`src/rtl/spi_ctl_if.sv`:
```
// SPI host-header bundle between the MCU (master) and the control responder (slave).
interface spi_ctl_if;
  logic COM_CLK;
  logic COM_CS;
  logic COM_MOSI;
  logic COM_MISO;
  logic COM_INTERUPT;

  modport master (
    output COM_CLK,
    output COM_CS,
    output COM_MOSI,
    input  COM_MISO,
    input  COM_INTERUPT
  );

  modport slave (
    input  COM_CLK,
    input  COM_CS,
    input  COM_MOSI,
    output COM_MISO,
    output COM_INTERUPT
  );
endinterface

```
`src/rtl/spi_ctl_responder.sv`:
```
// SPI mode-0 register responder driving the LED and analog-switch controls.
// Define SPI_READBACK_EN to include the read path on COM_MISO.
module spi_ctl_responder (
  input  logic        clk,
  input  logic        rst_n,
  spi_ctl_if.slave    spi,
  output logic        LED_R,
  output logic        LED_G,
  output logic        LED_B,
  output logic        INT_IN_SIG_CTL,
  output logic        INT_IN_P_CTL,
  output logic        INT_IN_N_CTL
);
  typedef enum logic [1:0] {IDLE, ADDR, DATA, DONE} state_t;

  state_t      state_reg, state_next;
  logic [1:0]  sclk_sync_reg, cs_sync_reg, mosi_sync_reg;
  logic        sclk_d_reg, cs_d_reg;
  logic [4:0]  bit_cnt_reg;
  logic [6:0]  rx_reg;
  logic        wr_reg;
  logic [6:0]  addr_reg;
  logic [2:0]  led_reg, ctl_reg;
  logic        irq_reg;
  logic        miso_next;

  logic sclk_rise, sclk_fall, cs_high, cs_fall, mosi_s;
  logic [6:0] addr_in;

  assign sclk_rise = sclk_sync_reg[1] & ~sclk_d_reg;
  assign sclk_fall = ~sclk_sync_reg[1] & sclk_d_reg;
  assign cs_high   = cs_sync_reg[1];
  assign cs_fall   = ~cs_sync_reg[1] & cs_d_reg;
  assign mosi_s    = mosi_sync_reg[1];
  assign addr_in   = {rx_reg[5:0], mosi_s};

  // CS synchronizer resets to the idle-high level so reset release is not seen as a frame start.
  always_ff @(posedge clk or negedge rst_n) begin
    if (!rst_n) begin
      sclk_sync_reg <= 2'b00;
      sclk_d_reg    <= 1'b0;
      cs_sync_reg   <= 2'b11;
      cs_d_reg      <= 1'b1;
      mosi_sync_reg <= 2'b00;
    end else begin
      sclk_sync_reg <= {sclk_sync_reg[0], spi.COM_CLK};
      sclk_d_reg    <= sclk_sync_reg[1];
      cs_sync_reg   <= {cs_sync_reg[0], spi.COM_CS};
      cs_d_reg      <= cs_sync_reg[1];
      mosi_sync_reg <= {mosi_sync_reg[0], spi.COM_MOSI};
    end
  end

  always_ff @(posedge clk or negedge rst_n) begin
    if (!rst_n) state_reg <= IDLE;
    else        state_reg <= state_next;
  end

  always_comb begin
    state_next = state_reg;
    if (cs_high) begin
      state_next = IDLE;
    end else if (cs_fall) begin
      state_next = ADDR;
    end else begin
      case (state_reg)
        ADDR:    if (sclk_rise && bit_cnt_reg == 5'd7)  state_next = DATA;
        DATA:    if (sclk_rise && bit_cnt_reg == 5'd15) state_next = DONE;
        default: state_next = state_reg;
      endcase
    end
  end

`ifdef SPI_READBACK_EN
  localparam logic [7:0] ID_VALUE = 8'h5A;
  logic [7:0] tx_reg;
  logic [7:0] rdata;

  always_comb begin
    case (addr_in)
      7'h00:   rdata = {5'b0, led_reg};
      7'h01:   rdata = {5'b0, ctl_reg};
      7'h02:   rdata = ID_VALUE;
      default: rdata = 8'h00;
    endcase
  end

  // The load on the 8th rise stands in for the following fall, so that fall must not shift.
  always_ff @(posedge clk or negedge rst_n) begin
    if (!rst_n) begin
      tx_reg <= 8'h00;
    end else if (!cs_high && !cs_fall) begin
      if (sclk_rise && state_reg == ADDR && bit_cnt_reg == 5'd7)
        tx_reg <= rdata;
      else if (sclk_fall && (state_reg == DATA || state_reg == DONE) && bit_cnt_reg != 5'd8)
        tx_reg <= {tx_reg[6:0], 1'b0};
    end
  end

  always_comb begin
    miso_next = 1'b0;
    if (!cs_high && (state_reg == DATA || state_reg == DONE))
      miso_next = tx_reg[7];
  end
`else
  always_comb begin
    miso_next = 1'b0;
  end
`endif

  always_ff @(posedge clk or negedge rst_n) begin
    if (!rst_n) begin
      bit_cnt_reg <= 5'd0;
      rx_reg      <= 7'd0;
      wr_reg      <= 1'b0;
      addr_reg    <= 7'd0;
      led_reg     <= 3'd0;
      ctl_reg     <= 3'd0;
      irq_reg     <= 1'b0;
    end else if (cs_high) begin
      bit_cnt_reg <= 5'd0;
    end else if (cs_fall) begin
      bit_cnt_reg <= 5'd0;
      irq_reg     <= 1'b0;
    end else if (sclk_rise && (state_reg == ADDR || state_reg == DATA)) begin
      bit_cnt_reg <= bit_cnt_reg + 5'd1;
      rx_reg      <= {rx_reg[5:0], mosi_s};
      if (state_reg == ADDR && bit_cnt_reg == 5'd7) begin
        wr_reg   <= rx_reg[6];
        addr_reg <= addr_in;
      end
      if (state_reg == DATA && bit_cnt_reg == 5'd15 && wr_reg) begin
        case (addr_reg)
          7'h00: begin
            led_reg <= {rx_reg[1:0], mosi_s};
            irq_reg <= 1'b1;
          end
          7'h01: begin
            ctl_reg <= {rx_reg[1:0], mosi_s};
            irq_reg <= 1'b1;
          end
          default: ;
        endcase
      end
    end
  end

  assign spi.COM_MISO     = miso_next;
  assign spi.COM_INTERUPT = irq_reg;
  assign LED_R            = led_reg[2];
  assign LED_G            = led_reg[1];
  assign LED_B            = led_reg[0];
  assign INT_IN_SIG_CTL   = ctl_reg[2];
  assign INT_IN_P_CTL     = ctl_reg[1];
  assign INT_IN_N_CTL     = ctl_reg[0];
endmodule

```
`src/flat_wrapper.sv`:
```
// flat-port wrapper written by rule: the top's interface ports become plain ports
module spi_ctl_responder_flat 
  (clk, rst_n, LED_R, LED_G, LED_B, INT_IN_SIG_CTL, INT_IN_P_CTL, INT_IN_N_CTL, spi_COM_CLK, spi_COM_CS, spi_COM_MOSI, spi_COM_MISO, spi_COM_INTERUPT);
  spi_ctl_if spi_i ();
  input  logic clk;
  input  logic rst_n;
  output logic LED_R;
  output logic LED_G;
  output logic LED_B;
  output logic INT_IN_SIG_CTL;
  output logic INT_IN_P_CTL;
  output logic INT_IN_N_CTL;
  input wire logic [$bits(spi_i.COM_CLK)-1:0] spi_COM_CLK;
  input wire logic [$bits(spi_i.COM_CS)-1:0] spi_COM_CS;
  input wire logic [$bits(spi_i.COM_MOSI)-1:0] spi_COM_MOSI;
  output wire logic [$bits(spi_i.COM_MISO)-1:0] spi_COM_MISO;
  output wire logic [$bits(spi_i.COM_INTERUPT)-1:0] spi_COM_INTERUPT;
  assign spi_i.COM_CLK = spi_COM_CLK;
  assign spi_i.COM_CS = spi_COM_CS;
  assign spi_i.COM_MOSI = spi_COM_MOSI;
  assign spi_COM_MISO = spi_i.COM_MISO;
  assign spi_COM_INTERUPT = spi_i.COM_INTERUPT;
  spi_ctl_responder u_core (.clk(clk), .rst_n(rst_n), .spi(spi_i), .LED_R(LED_R), .LED_G(LED_G), .LED_B(LED_B), .INT_IN_SIG_CTL(INT_IN_SIG_CTL), .INT_IN_P_CTL(INT_IN_P_CTL), .INT_IN_N_CTL(INT_IN_N_CTL));
endmodule
```
`config.mk`:
```
export PLATFORM = sky130hd
export DESIGN_NAME = spi_ctl_responder_flat
export DESIGN_NICKNAME = d
export VERILOG_FILES = /design/src/rtl/spi_ctl_if.sv /design/src/rtl/spi_ctl_responder.sv /design/src/flat_wrapper.sv
export SDC_FILE = /design/constraint.sdc
export NUM_CORES = 1
export LEC_CHECK = 0
export CAP_MARGIN = 15
export CORE_UTILIZATION = 56
export DETAILED_ROUTE_END_ITERATION = 10
export GPL_TIMING_DRIVEN = 1
export HOLD_SLACK_MARGIN = 0.1
export PLACE_DENSITY_LB_ADDON = 0.15
export SLEW_MARGIN = 40
export SYNTH_ARGS = -nofsm -noshare
export SYNTH_HDL_FRONTEND = slang
export SYNTH_SLANG_ARGS = --single-unit
export TNS_END_PERCENT = 10
```
`constraint.sdc`:
```
create_clock -name clk -period 2.3 [get_ports clk]
set_input_delay 0.46 -clock clk [delete_from_list [all_inputs] [get_ports clk]]
set_output_delay 0.46 -clock clk [all_outputs]
set_load 0.01 [all_outputs]
```
======== Word level (Yosys, flattened, before mapping) ========
Index checks and enable logic that the tools add are counted.
storage, ports and cells
  register bits after elaboration ......... 37
  input bits .............................. 5
  output and inout bits ................... 8
  word-level logic and storage cells ...... 58
cells by class
  add/subtract/negate cells ............... 1
  equality and inequality tests ........... 7
  mux-type cells .......................... 12
  bitwise logic cells ..................... 5
  reduce and logical (&&, ||, !) cells .... 20
operators by type and width
  operator               number
  $mux W5                3
  $reduce_and A5 Y1      2
  $mux W2                4
  $ne A4 B1 Y1 const B   2
  $reduce_and A4 Y1      2
  $eq A7 B1 Y1 const B   1
  $logic_not A7 Y1       1
  $logic_and A1 B1 Y1    6
  $reduce_and A3 Y1      2
  $reduce_bool A2 Y1     3
  $add A5 B1 Y5 const B  1
  $eq A5 B3 Y1 const B   1
  $eq A5 B4 Y1 const B   1
  $mux W1                4
  $pmux W2 S2            1
  $reduce_bool A4 Y1     1
  $not A1 Y1             3
  $reduce_bool A3 Y1     1
  $and A1 B1 Y1          2
  $eq A2 B1 Y1 const B   1
  $eq A2 B2 Y1 const B   1
  $reduce_or A2 Y1       1
  $logic_or A1 B1 Y1     1

======== Logic depth before layout (Yosys ltp) ========
Gate-level depths: netlist (run 1).
  depth after elaboration ................. 7
  gate-level depth with buffers ........... 7
  mapped depth without buffers ............ 7

======== Worst setup path after synthesis (run 1) ========
OpenSTA, ideal clock, no wires.
  kind .................................... flip-flop to flip-flop
  start point ............................. register u_core.state_reg[0]
  end point ............................... register u_core.led_reg[0]
  library setup time ...................... 0.125 ns
  arrival time ............................ 1.918 ns
  required time ........................... 2.175 ns
  slack ................................... 0.258 ns
  stages on the path, launching flop included .. 8
  buffers on the path ..................... 1
  period minus slack after synthesis ...... 2.042 ns
  path through ............................ dfrtp_1 > inv_1 > ha_1 > nor3b_4 > nand2b_2 > buf_2 > nor3b_4 > mux2_2
on the way
  longest elaborated chain between the ends .. 4
  elaborated cells on any way between the ends .. 7
  classes of those cells .................. 2 x eq/ne; 5 x reduce/logical
ends and longest elaborated chain
  what                                                       line                                                source
  from (decl)                                                spi_ctl_responder.sv:16                             state_t state_reg, state_next;
  from (signal assigned)                                     spi_ctl_responder.sv:56                             else state_reg <= state_next;
  $eq A2 B2 Y1 or $eq A2 B1 Y1 (tied branches)               spi_ctl_responder.sv:125, spi_ctl_responder.sv:132
  $logic_and A1 B1 Y1 or $logic_or A1 B1 Y1 (tied branches)  spi_ctl_responder.sv:132, spi_ctl_responder.sv:125
  $logic_and A1 B1 Y1, on equally long branches              spi_ctl_responder.sv:132, spi_ctl_responder.sv:125
  $reduce_and A5 Y1 (no line) *                              n/a
  to (signal assigned)                                       spi_ctl_responder.sv:135                            led_reg <= {rx_reg[1:0], mosi_s};
  to (decl)                                                  spi_ctl_responder.sv:23                             logic [2:0] led_reg, ctl_reg;
Mark *: on every way between the ends. The rest lies on a longest branch, timed or not.
A chain may end at the register's enable or synchronous reset.

======== Final worst setup path (run 1) ========
  start point ............................. register u_core.bit_cnt_reg[0]
  end point ............................... register u_core.led_reg[2]
on the way
  longest elaborated chain between the ends .. 4
ends and longest elaborated chain
  what                               line                      source
  from (decl)                        spi_ctl_responder.sv:19   logic [4:0] bit_cnt_reg;
  from (signal assigned)             spi_ctl_responder.sv:126  bit_cnt_reg <= bit_cnt_reg + 5'd1;
  $eq A5 B4 Y1                       spi_ctl_responder.sv:132  if (state_reg == DATA && bit_cnt_reg == 5'd15 && wr_reg) begin
  $logic_and A1 B1 Y1 (2 in series)  spi_ctl_responder.sv:132
  $reduce_and A5 Y1 (no line)        n/a
Every way passes these cells.

==> results.yml, run 1 <==
outcome:
  outcome: "finished, final reports clean"
worst_setup_path:
  worstPathRequired_ps: 2530
  cp.depth: 7
  crit_path_start: "u_core.bit_cnt_reg[0]"
  start_kind: "register"
  crit_buf_inv: 0
  critPathSlowestCell: "dfrtp_1"
  worstPathArrival_ps: 2250
  crit_path_max_fanout: 3
  critPathCaptureType: "register"
  cp_slowest_stage_delay_ps: 410
  criticalPathCategory: "reg2reg"
  crit_family: "simple AND/OR/NAND/NOR gates"
  reg2reg_from: "u_core.bit_cnt_reg[0]"
  cp_cell_sequence: "ha_1 > and3_1 > ha_1 > and2_1 > and3_1 > nor3b_4 > mux2_2"
  endpoint: "u_core.led_reg[2]"
  r2r_end: "u_core.led_reg[2]"
  reg2reg_depth: 7
  r2r_setup_slack_ps: 280
timing:
  finalSetupViolCount: 0
  drv_slew: 0
  fin_skew_ps: 9.10
  grt_setup_unrepaired: "no"
  fmax_mhz: 495
  whs_ps: 359
  fin_setup_tns_ps: 0
  min_period_ps: 2020
  hold_viol: 0
  finalCritPeriodShare_pct: 87.9
flow_run:
  maxCapViolations: 0
floorplanning:
  dieArea_um2: 3020
  rows: 18
  die_w_um: 55.0
  pin_count: 13
  core_um2: 2570
  die_h_um: 55.0
  floorplan.initialDensity_pct: 61.3
placed_design:
  port-buffer-count: 11
  hpwl_um: 1710
  gp_congestion: 0.826
cts:
  cts_buffers: 5
  cts_sinks: 37
  cts_hold_buf: 0
  post_cts_resized: 0
  cts_buffer_depth: 2
  clk_pin_slew_ps: 110
  post_cts_buffers: 0
  clk_latency_ps: 330
  cts_tree: "done"
  cts.htree.levels: 2
  clockRootBuffer: "clkbuf_4"
layout:
  nFillCells: 191
  num_antenna_cells: 0
  final_core_util_pct: 70.4
  area_growth_pct: 15.0
  drive_above_1_share_pct: 25.7
  finalNetCount: 148
route:
  vias: 917
  avgRoutedWirePerCell_um: 14.5
  drt-vias-per-instance: 5.39
  drtAntennaViolNets: 0
  drt_pass1_iterations: 4
  drcViolationCount: 0
  first_iter_violations: 8
  routed_wl_um: 2470
global_route:
  grt_max_degree: 38
  grt_pass1_wl_um: 4080
  first_global_vias: 960
  antenna_found_initial: 0
  grt_usage_pct: 20.1
  gr-total-overflow: 0
synth:
  ys_ff_latch: 37
  synth_enable_flop_cells: 0
  synthCells: 121
  async_reset_ff_share_pct: 100
  synth.top_cell.area_share_pct: 54.1
  synth_common_cells: "dfrtp_1, nand2_1, mux2_4"
  netlist_area_um2: 1570
  yosysTopAreaCell: "dfrtp_1"
  synthFlopType: "dfrtp_1"
  syn_nets: 130
  synth.most_common_cell: "dfrtp_1"
  ys_warn_count: 0
  ys_seq_area_share_pct: 59.1
  synth.distinct_cells: 35
  synth.avg_cell_area_um2: 13.0
  synth_area_leaders: "dfrtp_1, mux2_4, nand2_1, dfstp_2, mux2_2"
worst_hold_path:
  hp-class: "reg2reg"
pwr:
  cellLeakagePower_nw: 0.890
  powerDensity_nw_per_um2: 690
  ir_worst_vdd_uv: 656
[worst min path at each step]
stage                                  from                 endpoint  slack (ps)  cells after the start
global route        u_core.sclk_sync_reg[0]  u_core.sclk_sync_reg[1]         370                      0
CTS                 u_core.sclk_sync_reg[0]  u_core.sclk_sync_reg[1]         360                      0
finish              u_core.sclk_sync_reg[0]  u_core.sclk_sync_reg[1]         360                      0
global placement    u_core.sclk_sync_reg[0]  u_core.sclk_sync_reg[1]         330                      0
detailed placement  u_core.sclk_sync_reg[0]  u_core.sclk_sync_reg[1]         340                      0
floorplan                             rst_n       u_core.addr_reg[0]         160                      0
[power by group]
group	switching [mW]	leakage, nW	internal, mW
clock	0.214	0.0445	0.258
combinational	0.0457	0.354	0.0313
sequential	0.0222	0.491	0.676
total	0.282	0.890	0.965
[logic make-up (layout without fill, tap and decap cells)]
family / count (synthesis) / in the layout / share of synthesized area, %
compound gates: 7 / 7 / 3.26
flops: 37 / 37 / 59.1
xor+xnor: 3 / 3 / 1.67
simple gates: 47 / 47 / 17.5
mux: 15 / 15 / 12.6
other cells: 1 / 1 / 0.238
fa+ha+maj: 4 / 4 / 3.18
buf+inv: 7 / 26 / 2.47
[metal layers]
metal,routed length (µm),share of wire (%),global-route usage (%),vias up
li1,-,-,-,443
met1,1170,47,25.1,448
met2,1170,47,31.3,21
met3,98,4.0,6.56,5
met4,31,1.3,9.58,0
met5,0,0,0,-
[metrics by stage]
| step | std cells | instance area [µm²] | setup WS [ps] | total power, mW |
|---|---|---|---|---|
| 2_1_floorplan | 121 | 1570 | 258 | 0.754 |
| 3_3_place_gp | 162 | 1720 | 371 | 0.786 |
| 3_5_place_dp | 162 | 1720 | 309 | 0.788 |
| 4_1_cts | 170 | 1810 | 295 | 1.26 |
| 5_1_grt | 170 | 1810 | 176 | 1.30 |
| 6_report | 170 | 1810 | 278 | 1.25 |
[cell type report]
| class | instances | area (µm²) | area share, % |
|---|---|---|---|
| timing repair buffer | 14 | 133 | 7.34 |
| multi-input combinational | 77 | 604 | 33.4 |
| inverter | 4 | 15.0 | 0.830 |
| clock inverter | 2 | 37.5 | 2.08 |
| sequential | 37 | 930 | 51.4 |
| tap | 30 | 37.5 | 2.08 |
| clock buffer | 6 | 51.3 | 2.84 |
[cell usage in the layout, fill, tap and decap left out, types with 2 or more instances in the layout]
cell type / Yosys / final
a21oi_1: 2 / 2
buf_4: 1 / 3
xor2_1: 2 / 2
mux2_4: 8 / 8
nand2_1: 24 / 24
dfstp_2: 3 / 3
and3_1: 2 / 2
nor3b_4: 2 / 2
mux2_2: 6 / 6
dfrtp_1: 34 / 34
nor2_1: 6 / 6
clkbuf_4: 0 / 5
clkdlybuf4s50_1: 0 / 11
nor3_1: 2 / 2
inv_1: 4 / 4
ha_1: 4 / 4
No activity file was read; power rests on OpenSTA's default activity.
==> run 2, diff against run 1 <==
Settings changed: CAP_MARGIN 15 to 10, GPL_TIMING_DRIVEN 1 to 0.
==> run 2 against run 1 <==
Against the previous run: wire length decreased by 0.28%; combinational power increased by 14%; clock power decreased by 25%; sequential power about the same; sequential share of layout area decreased by 0.60 points; largest cell class unchanged; largest power group unchanged.
==> results.yml, run 2 (same netlist as run 1, synthesis figures left out) <==
worst_setup_path:
  worstPathArrival_ps: 2380
  start_kind: "register"
  critPathCaptureType: "register"
  crit_path_start: "u_core.state_reg[0]"
  r2r_end: "u_core.led_reg[1]"
  crit_path_max_fanout: 8
  criticalPathCategory: "reg2reg"
  endpoint: "u_core.led_reg[1]"
  r2r_setup_slack_ps: 160
  worstPathRequired_ps: 2530
  reg2reg_from: "u_core.state_reg[0]"
  reg2reg_depth: 7
timing:
  min_period_ps: 2140
  tightestPinTransition_ps: 491
  relSlewSlack_pct: 66.8
  hold_viol: 0
  fin_skew_ps: 12.9
  finalSetupViolCount: 0
  finalCritPeriodShare_pct: 93.2
  drv_slew: 0
  fin_setup_tns_ps: 0
  postLayoutSetupSlackWorst_ps: 156
  fmax_mhz: 466
  grt_setup_unrepaired: "no"
floorplanning:
  rows: 18
  die_h_um: 55.0
  dieArea_um2: 3020
  pin_count: 13
  die_w_um: 55.0
  core_um2: 2570
  floorplan.initialDensity_pct: 61.3
route:
  drtAntennaViolNets: 0
  first_iter_violations: 22
  drcViolationCount: 0
  vias: 933
  routed_wl_um: 2470
  drt_pass1_iterations: 4
  avgRoutedWirePerCell_um: 14.2
  drt-vias-per-instance: 5.36
placed_design:
  preCtsSetupSlack_ps: 31.6
  port-buffer-count: 11
  hpwl_um: 1730
  gp_congestion: 0.730
layout:
  num_antenna_cells: 0
  mostFrequentLayoutCells: "dfrtp_1, nand2_1, clkdlybuf4s50_1"
  drive_above_1_share_pct: 27.1
  mostFrequentLayoutCell: "dfrtp_1"
  finalNetCount: 152
  area_growth_pct: 16.3
pwr:
  clkPwrFrac_pct: 31.1
  power.internal_mw: 0.866
  switchingPower_mw: 0.275
  pwr-share-comb_pct: 7.7
  powerDensity_nw_per_um2: 624
  swShare_pct: 24.1
  ir_worst_vdd_uv: 688
  cellLeakagePower_nw: 0.902
  power_frac_seq_pct: 61.2
flow_run:
  maxCapViolations: 0
global_route:
  grt_usage_pct: 21.2
  grt_max_degree: 22
  antenna_found_initial: 0
  first_global_vias: 916
  grt_pass1_wl_um: 4140
  gr-total-overflow: 0
cts:
  cts_buffer_depth: 2
  clk_latency_ps: 350
  cts_sinks: 37
  clockRootBuffer: "clkbuf_4"
  cts_tree: "done"
  clk_pin_slew_ps: 110
  cts_buffers: 5
  cts.htree.levels: 2
outcome:
  outcome: "finished, final reports clean"
worst_hold_path:
  hp-class: "reg2reg"
==> run 2: final cells by class <==
type | instances | area, µm²
Buffer | 3 | 23.8
Clock buffer | 8 | 58.8
Fill cell | 200 | 738
Inverter | 4 | 15.0
Multi-Input combinational cell | 77 | 607
Sequential cell | 37 | 930
Tap cell | 30 | 37.5
Timing Repair Buffer | 15 | 158
==> run 2: stage by stage <==
step,power [mW],cells,area [µm²],hold WS (ps),util (%)
3_3_place_gp,0.784,162,1720,337,67.0
3_5_place_dp,0.794,163,1740,335,67.9
4_1_cts,1.15,172,1810,357,70.6
2_1_floorplan,0.754,121,1570,164,-
6_report,1.14,174,1830,356,71.2
5_1_grt,1.19,174,1830,361,71.2
==> run 2: what timing repair did <==
| item | CTS | global route |
|---|---|---|
| hold endpoints to repair | 16 | 0 |
| hold buffers | 1 | 0 |
| buffers inserted | 0 | 2 |
| resized for setup | 0 | 1 |
| setup endpoints to repair | 0 | 3 |
==> run 2: worst max-delay path, stage by stage, from the launching register on <==
cell and delay [ps]:
dfrtp_1 420, inv_1 80, ha_2 310, nor3b_4 340, nand2b_2 70, buf_2 180
nor3b_4 260, mux2_2 370
==> run 2: routing by layer <==
| metal | GRT usage (%) | share of wire (%) | wire length (µm) |
|---|---|---|---|
| met4 | 12.5 | 2.6 | 65 |
| met1 | 26.2 | 46 | 1140 |
| met2 | 31.3 | 47 | 1160 |
| met5 | 0 | 0 | 0 |
| met3 | 8.20 | 4.1 | 100 |
==> run 2: power by group through the flow <==
stage                     Combinational (mW)  Clock (mW)  Sequential, mW
after floorplan                       0.0505           0           0.704
after global placement                0.0745           0           0.709
after detailed placement              0.0836           0           0.711
after CTS                             0.0850       0.365           0.698
after global routing                  0.0988       0.386           0.702
final                                 0.0879       0.355           0.698
==> run 2: worst min-delay path by stage <==
stage	cells past startpoint	slack, ps	start	to
after floorplan	0	160	rst_n	u_core.addr_reg[0]
final	0	360	u_core.mosi_sync_reg[0]	u_core.mosi_sync_reg[1]
after global routing	0	360	u_core.mosi_sync_reg[0]	u_core.mosi_sync_reg[1]
after CTS	0	360	u_core.mosi_sync_reg[0]	u_core.mosi_sync_reg[1]
after global placement	0	340	u_core.sclk_sync_reg[0]	u_core.sclk_sync_reg[1]
after detailed placement	0	330	u_core.mosi_sync_reg[0]	u_core.mosi_sync_reg[1]
